`config.mk`:
```
export PLATFORM = sky130hd
export DESIGN_NAME = mvu_simd_dot
export DESIGN_NICKNAME = d
export VERILOG_FILES = /design/src/rtl/mvu_simd_dot.sv
export SDC_FILE = /design/constraint.sdc
export NUM_CORES = 1
export LEC_CHECK = 0
export BUFFER_PORTS_ARGS = -buffer_cell sky130_fd_sc_hd__buf_2
export CAP_MARGIN = 20
export CORE_AREA = 2 2 164 166
export DETAILED_ROUTE_END_ITERATION = 10
export DIE_AREA = 0 0 166 168
export HOLD_SLACK_MARGIN = 0.15
export SYNTH_ARGS = -nofsm -noshare
export SYNTH_HDL_FRONTEND = slang
export SYNTH_SLANG_ARGS = --single-unit
```
`constraint.sdc`:
```
create_clock -name clk -period 8.9 [get_ports clk]
set_input_delay 1.78 -clock clk [delete_from_list [all_inputs] [get_ports clk]]
set_output_delay 1.78 -clock clk [all_outputs]
set_load 0.02 [all_outputs]
```
`src/rtl/mvu_simd_dot.sv`:
```
`default_nettype none
// ============================================================================
// mvu_simd_dot : SIMD multiply + adder-tree dot-product slice with row
//                accumulation (integer, XNOR-popcount and binary-weight modes)
// Revision     : 1.0  initial release
// ============================================================================
module mvu_simd_dot #(
  parameter int SIMD       = 4,
  parameter int TI         = 4,
  parameter int TW         = 4,
  parameter int TO         = 16,
  parameter int OP_MODE    = 0,
  parameter int SIGNED_ACT = 1,
  parameter int SIGNED_WGT = 1
) (
  input  logic                 clk,
  input  logic                 rst,
  input  logic                 en,
  input  logic                 in_v,
  input  logic                 in_last,
  input  logic [SIMD*TI-1:0]   in_act,
  input  logic [SIMD*TW-1:0]   in_wgt,
  output logic                 out_v,
  output logic [TO-1:0]        out
);

  localparam logic [TO-1:0] c_zero = '0;

  logic [TO-1:0] w_prod [SIMD];
  logic [TO-1:0] r_prod [SIMD];
  logic          r_v1;
  logic          r_last1;
  logic [TO-1:0] r_acc;
  logic          r_first;
  logic [TO-1:0] w_sum;
  logic [TO-1:0] w_total;

  for (genvar i = 0; i < SIMD; i++) begin : g_lane
    logic [TI-1:0] w_a;
    logic [TW-1:0] w_w;
    assign w_a = in_act[i*TI +: TI];
    assign w_w = in_wgt[i*TW +: TW];

    if (OP_MODE == 1) begin : g_xnor
      assign w_prod[i] = {{(TO-1){1'b0}}, ~(w_a[0] ^ w_w[0])};
    end else begin : g_arith
      logic [TO-1:0] w_a_ext;
      if (SIGNED_ACT != 0) begin : g_act_s
        assign w_a_ext = {{(TO-TI){w_a[TI-1]}}, w_a};
      end else begin : g_act_u
        assign w_a_ext = {{(TO-TI){1'b0}}, w_a};
      end

      if (OP_MODE == 2) begin : g_bin
        assign w_prod[i] = w_w[0] ? w_a_ext : (c_zero - w_a_ext);
      end else begin : g_mul
        logic [TO-1:0] w_w_ext;
        if (SIGNED_WGT != 0) begin : g_wgt_s
          assign w_w_ext = {{(TO-TW){w_w[TW-1]}}, w_w};
        end else begin : g_wgt_u
          assign w_w_ext = {{(TO-TW){1'b0}}, w_w};
        end
        // Both operands pre-extended to TO, so the low TO bits of the
        // product are correct for any signedness mix.
        assign w_prod[i] = w_a_ext * w_w_ext;
      end
    end
  end

  always_comb begin
    w_sum = '0;
    for (int i = 0; i < SIMD; i++) begin
      w_sum = w_sum + r_prod[i];
    end
  end

  assign w_total = (r_first ? c_zero : r_acc) + w_sum;

  always_ff @(posedge clk) begin
    if (rst) begin
      r_v1    <= 1'b0;
      r_last1 <= 1'b0;
      r_acc   <= '0;
      r_first <= 1'b1;
      out_v   <= 1'b0;
      out     <= '0;
      for (int i = 0; i < SIMD; i++) begin
        r_prod[i] <= '0;
      end
    end else if (en) begin
      r_v1    <= in_v;
      r_last1 <= in_v & in_last;
      for (int i = 0; i < SIMD; i++) begin
        r_prod[i] <= w_prod[i];
      end

      out_v <= 1'b0;
      if (r_v1) begin
        if (r_last1) begin
          out     <= w_total;
          out_v   <= 1'b1;
          r_acc   <= '0;
          r_first <= 1'b1;
        end else begin
          r_acc   <= w_total;
          r_first <= 1'b0;
        end
      end
    end
  end

endmodule
`default_nettype wire

```
# Yosys cells after proc, flatten, opt, wreduce, memory -nomap -nowiden
# Memories as Yosys holds them, arrays and structs flattened.
# Index checks and enable logic that the tools add are counted.
# classes
reduce_logical	2
mul	4
mux	13
n_addsub	4
n_bitwise	5
# op_table
operator	count
2-to-1 mux 16 bit	6
adder 16 bit	4
multiplier 4 x 4 -> 8 bit	4
2-to-1 mux 1 bit	7
bitwise OR 1 bit	4
AND reduction 3 bit	1
AND reduction 2 bit	1
AND 1 bit	1
# word_totals
reg_bits	36
word_cells	35
out_inout_bits	17
n_memories	1
mem_bits_rw	64
# memory_table
memory	depth	width	rd	rd_clocked_by_memory_dff	write_ports	line	source
r_prod	4	16	4	0	4	30	logic [TO-1:0] r_prod [SIMD];

# Logic depth before layout (Yosys ltp)
# logic_depth
word_depth	5
mapped_depth	15

# Least setup slack after synthesis
# No wires, ideal clock.
# synth_timing
path_kind	input to register
startpoint	input port in_wgt[11]
endpoint	memory r_prod[2][14], data pin
setup_ns	0.266
t_arrival_ns	4.495
path_slack_ns	4.139
path_stages	15
path_cell_list	inv_1 nor2_1 fa_1 inv_1 fa_1 fa_1 inv_1 ha_1 inv_1 fa_1 inv_1 a21o_1 a21oi_1 xnor2_1 nor2_1
# synth_lines
element	line	source
from (decl)	22	input logic [SIMD*TW-1:0] in_wgt,
to (decl)	30	

==> tab_implementation.tex <==
\begin{tabular}{lr}
\hline
Metric & Value \\
\hline
\multicolumn{2}{l}{\textbf{Power}} \\
\quad Total Power & 1912 uW \\
\quad Leakage power summed over all cells & 0.003631 uW \\
\quad Cell area power density & 258.9 mW/mm\^{}2 \\
\quad Peak VDD IR & 146.6 uV \\
\multicolumn{2}{l}{\textbf{Hold path}} \\
\quad Cells on Worst Hold Path & 2 \\
\quad Class of the tightest hold or removal check & reg2reg \\
\quad Worst Hold Endpoint & r\_acc[14]\$\_SDFFE\_PP0P\_ \\
\quad Hold path startpoint & r\_acc[14]\$\_SDFFE\_PP0P\_ \\
\multicolumn{2}{l}{\textbf{Critical path}} \\
\quad Worst R2R Setup Slack & 4590 ps \\
\quad Reg2reg end & out[13]\$\_SDFFE\_PP0P\_ \\
\quad Critical path origin & in\_wgt[11] \\
\quad Kind of end point of the critical path & flop \\
\quad Maximum net fanout on the critical path & 3 \\
\quad Worst path required time & 8970 ps \\
\quad WP data arrival & 4760 ps \\
\quad Peak per-stage delay on the critical path & 560 ps \\
\quad Crit path max-delay family & adder cells \\
\quad Crit path launch type & input pin \\
\quad CP Buf/Inv Count & 6 \\
\quad Most prevalent standard cell on the critical path & sky130\_fd\_sc\_hd\_\_inv\_1 \\
\quad Crit Reg-Reg Startpoint & r\_first\$\_SDFFE\_PP1P\_ \\
\quad Logic depth of the worst register-to-register path & 14 \\
\quad Cell type of the slowest stage on the worst timing path & sky130\_fd\_sc\_hd\_\_fa\_1 \\
\quad Startpoint-to-endpoint class of the critical path & in2reg \\
\quad Critical path, cell by cell & buf\_2 -> inv\_1 -> nor2\_1 -> fa\_1 -> inv\_1 -> fa\_1 -> fa\_1 -> inv\_1 -> ha\_1 -> inv\_1 -> fa\_1 -> inv\_1 -> a21o\_1 -> a21oi\_1 -> xnor2\_1 -> nor2\_1 \\
\multicolumn{2}{l}{\textbf{Global route}} \\
\quad Wire length of the first global-routing pass & 21370 um \\
\quad Maximum number of pins on one net before global-route repair & 34 \\
\quad Global routing met2 resource utilization & 15.75\% \\
\quad GRT Resource Usage Total & 9.581\% \\
\quad Peak-usage layer in the global routing report & met2 \\
\quad Met3 capacity usage during global routing & 1.975\% \\
\quad Overall overflow remaining after global route & 0 \\
\quad Number of global-route vias before repair & 4262 \\
\quad Global Route met1 Usage & 12.89\% \\
\quad Initial antenna violation count & 0 \\
\multicolumn{2}{l}{\textbf{Yosys}} \\
\quad Number of flops mapped to enable cells by yosys & 32 \\
\quad Mean area per synthesized cell & 9.883 um\^{}2 \\
\quad Distinct cells, synth & 40 \\
\quad Synth Flop Type & sky130\_fd\_sc\_hd\_\_dfxtp\_1 \\
\quad Area of the mapped netlist & 0.006444 mm\^{}2 \\
\quad Synth Register Bits & 68 \\
\quad Net Count, Synth & 833 \\
\quad Yosys Warn Count & 0 \\
\quad Portion of the post-synthesis area used by sequential elements & 26.10\% \\
\quad Async set-reset flop share out of synthesis & 0\% \\
\quad Count of mapped cells out of synthesis & 652 \\
\multicolumn{2}{l}{\textbf{Flow run}} \\
\quad Max-cap violations & 0 \\
\multicolumn{2}{l}{\textbf{Clock tree}} \\
\quad Number of buffers added by the clock tree synthesis step & 9 \\
\quad Total number of clock tree sinks & 68 \\
\quad Root buffer cell & sky130\_fd\_sc\_hd\_\_clkbuf\_16 \\
\quad TritonCTS clock tree & yes \\
\quad H-tree levels & 3 \\
\quad Clock slew seen by the registers of the worst setup and hold paths & 50 ps \\
\quad Post-CTS Hold Fix Bufs & 0 \\
\quad Post-cts repair resize count & 0 \\
\quad Number of buffers between clock root and the deepest sink & 2 \\
\quad Worst-Skew Late Latency & 340 ps \\
\quad Post-CTS repair timing setup buffer count & 0 \\
\multicolumn{2}{l}{\textbf{Routing}} \\
\quad Total DRC errors in the routed layout & 0 \\
\quad Overall via count from detail\_route & 4274 \\
\quad Drt initial violations & 186 \\
\quad Iteration count of the initial detailed-routing pass & 4 \\
\quad Drt wl/cell & 12.06 um \\
\quad Final wirelength & 12720 um \\
\quad Vias per inst & 4.055 \\
\quad Antenna-violating nets left & 0 \\
\multicolumn{2}{l}{\textbf{Final layout}} \\
\quad Most common cell after layout, fill and taps aside & sky130\_fd\_sc\_hd\_\_inv\_1 \\
\quad Seq. cell area & 0.001682 mm\^{}2 \\
\quad Fraction of layout instances using a drive strength above 1 & 10.10\% \\
\quad ANT cells & 0 \\
\quad Number of nets in the final layout & 889 \\
\quad Area of combinational cells with multiple inputs & 0.004220 mm\^{}2 \\
\quad Syn-to-layout area delta & 14.62\% \\
\quad Most used cells in the layout excluding fill and tap cells & sky130\_fd\_sc\_hd\_\_inv\_1 (134), sky130\_fd\_sc\_hd\_\_fa\_1 (80), sky130\_fd\_sc\_hd\_\_ha\_1 (64) \\
\quad Number of standard cells in the layout, taps in and fillers out & 1054 \\
\quad Filler Cell Count & 2754 \\
\multicolumn{2}{l}{\textbf{Place}} \\
\quad Number of input and output port buffers inserted & 53 \\
\quad Number of placed cells counting well taps & 1038 \\
\quad Routability congestion estimate & 0.8095 \\
\quad HPWL after detailed placement & 10730 um \\
\multicolumn{2}{l}{\textbf{Timing}} \\
\quad Max Clk Rate & 213.2 MHz \\
\quad Setup tns final & 0 ps \\
\quad Clk\_skew & 7.114 ps \\
\quad Hold Fails Final Rpt & 0 \\
\quad Setup-violating endpoint count in the final report & 0 \\
\quad Final critical path time including I/O delays and setup & 4691 ps \\
\quad Setup repair after global routing missed its margin & false \\
\quad Share of the cycle needed by the critical path after routing & 52.71\% \\
\quad Number of max-slew violations in the final report & 0 \\
\quad Measured slew at the worst slew-check pin & 766.5 ps \\
\quad Worst slew margin & 48.90\% \\
\multicolumn{2}{l}{\textbf{Status}} \\
\quad Status & finished clean \\
\multicolumn{2}{l}{\textbf{Floorplanning}} \\
\quad Die area & 0.02789 mm\^{}2 \\
\quad Die height & 168 um \\
\quad Placeable Area & 0.02635 mm\^{}2 \\
\quad Number of placement rows & 60 \\
\quad Top Ports & 54 \\
\quad Starting density of the core & 24.45\% \\
\quad Horizontal die dimension & 166 um \\
\hline
\end{tabular}
area by class of cell:
type                    instances  area share (%)
inverters                     134           6.810
multi-input cells             440           57.14
clock buffers                  14           3.574
repair buffers                 55           3.795
well taps                     341           5.777
flip-flops and latches         68           22.77
clock inverters                 2          0.1355
sequential cells by signal (all words and copies together) (netlist names):
| name | flops |
|---|---|
| r_acc | 16 |
| r_last1 | 1 |
| r_prod | 32 |
| out | 16 |
| r_v1 | 1 |
| r_first | 1 |
| out_v | 1 |
where the power goes:
group / total, uW / switching (uW) / internal [uW] / leakage (uW)
logic: 1190 / 705 / 483 / 0.00286
clock network: 327 / 124 / 203 / 0.000137
registers: 397 / 27.2 / 370 / 0.000636
total: 1910 / 857 / 1060 / 0.00363
per-stage QoR:
step           area (um^2)  hold WS (ps)  util (%)  worst slack, ps
6_report              7386         450.0     28.03             4209
5_1_grt               7386         454.9     28.03             4058
4_1_cts               7386         448.8     28.03             4186
3_5_place_dp          7112         440.0     26.99             3815
3_3_place_gp          7112         436.0     26.99             3891
2_1_floorplan         6444         421.9         -             4139
logic make-up (layout without fill, tap and decap cells):
kind of cell / count (synthesis) / count (layout) / share of synthesized area (%)
and+or+nand+nor: 156 / 156 / 12.37
adders and majority gates: 144 / 144 / 37.28
buffers and inverters: 144 / 205 / 8.408
AOI/OAI and AO/OA: 93 / 93 / 9.437
DFF: 68 / 68 / 26.10
xor gates and xnor gates: 46 / 46 / 6.252
muxes: 1 / 1 / 0.1553
routing by layer:
layer	vias up	routed length, um
li1	2180	-
met1	2033	6342
met2	52	5916
met3	9	329
met4	0	127
met5	-	0
cells in the mapped netlist (all sizes together) (4+ instances only):
cell type	instances	area share [%]
a21o	14	1.6
a21oi	23	1.8
a22o	16	2.2
a22oi	4	0.47
and2	35	3.4
and3	5	0.49
clkbuf	9	0.52
dfxtp	36	11
edfxtp	32	15
fa	80	25
ha	64	12
inv	134	7.8
nand2	40	2.3
nand2b	28	2.7
nor2	32	1.9
nor2b	4	0.39
o21ai	25	2.1
xnor2	33	4.5
xor2	13	1.8
how the worst max path moves through the flow:
stage | end | cells after the start | slack (ps)
4_1_cts | r_prod[2][14]$_SDFFCE_PN0P_ | 16 | 4190
3_5_place_dp | r_prod[2][14]$_SDFFCE_PN0P_ | 16 | 3810
6_report | r_prod[2][14]$_SDFFCE_PN0P_ | 16 | 4210
2_1_floorplan | r_prod[2][14]$_SDFFCE_PN0P_ | 15 | 4140
5_1_grt | r_prod[2][14]$_SDFFCE_PN0P_ | 16 | 4060
3_3_place_gp | r_prod[2][14]$_SDFFCE_PN0P_ | 16 | 3890
worst min-delay path: cells and delay by family (launching register included):
kind               cells  cell delay [ps]
DFF                    1              310
and+or+nand+nor        1               50
AOI/OAI and AO/OA      1               50
Power figures use the tool's default switching activity.
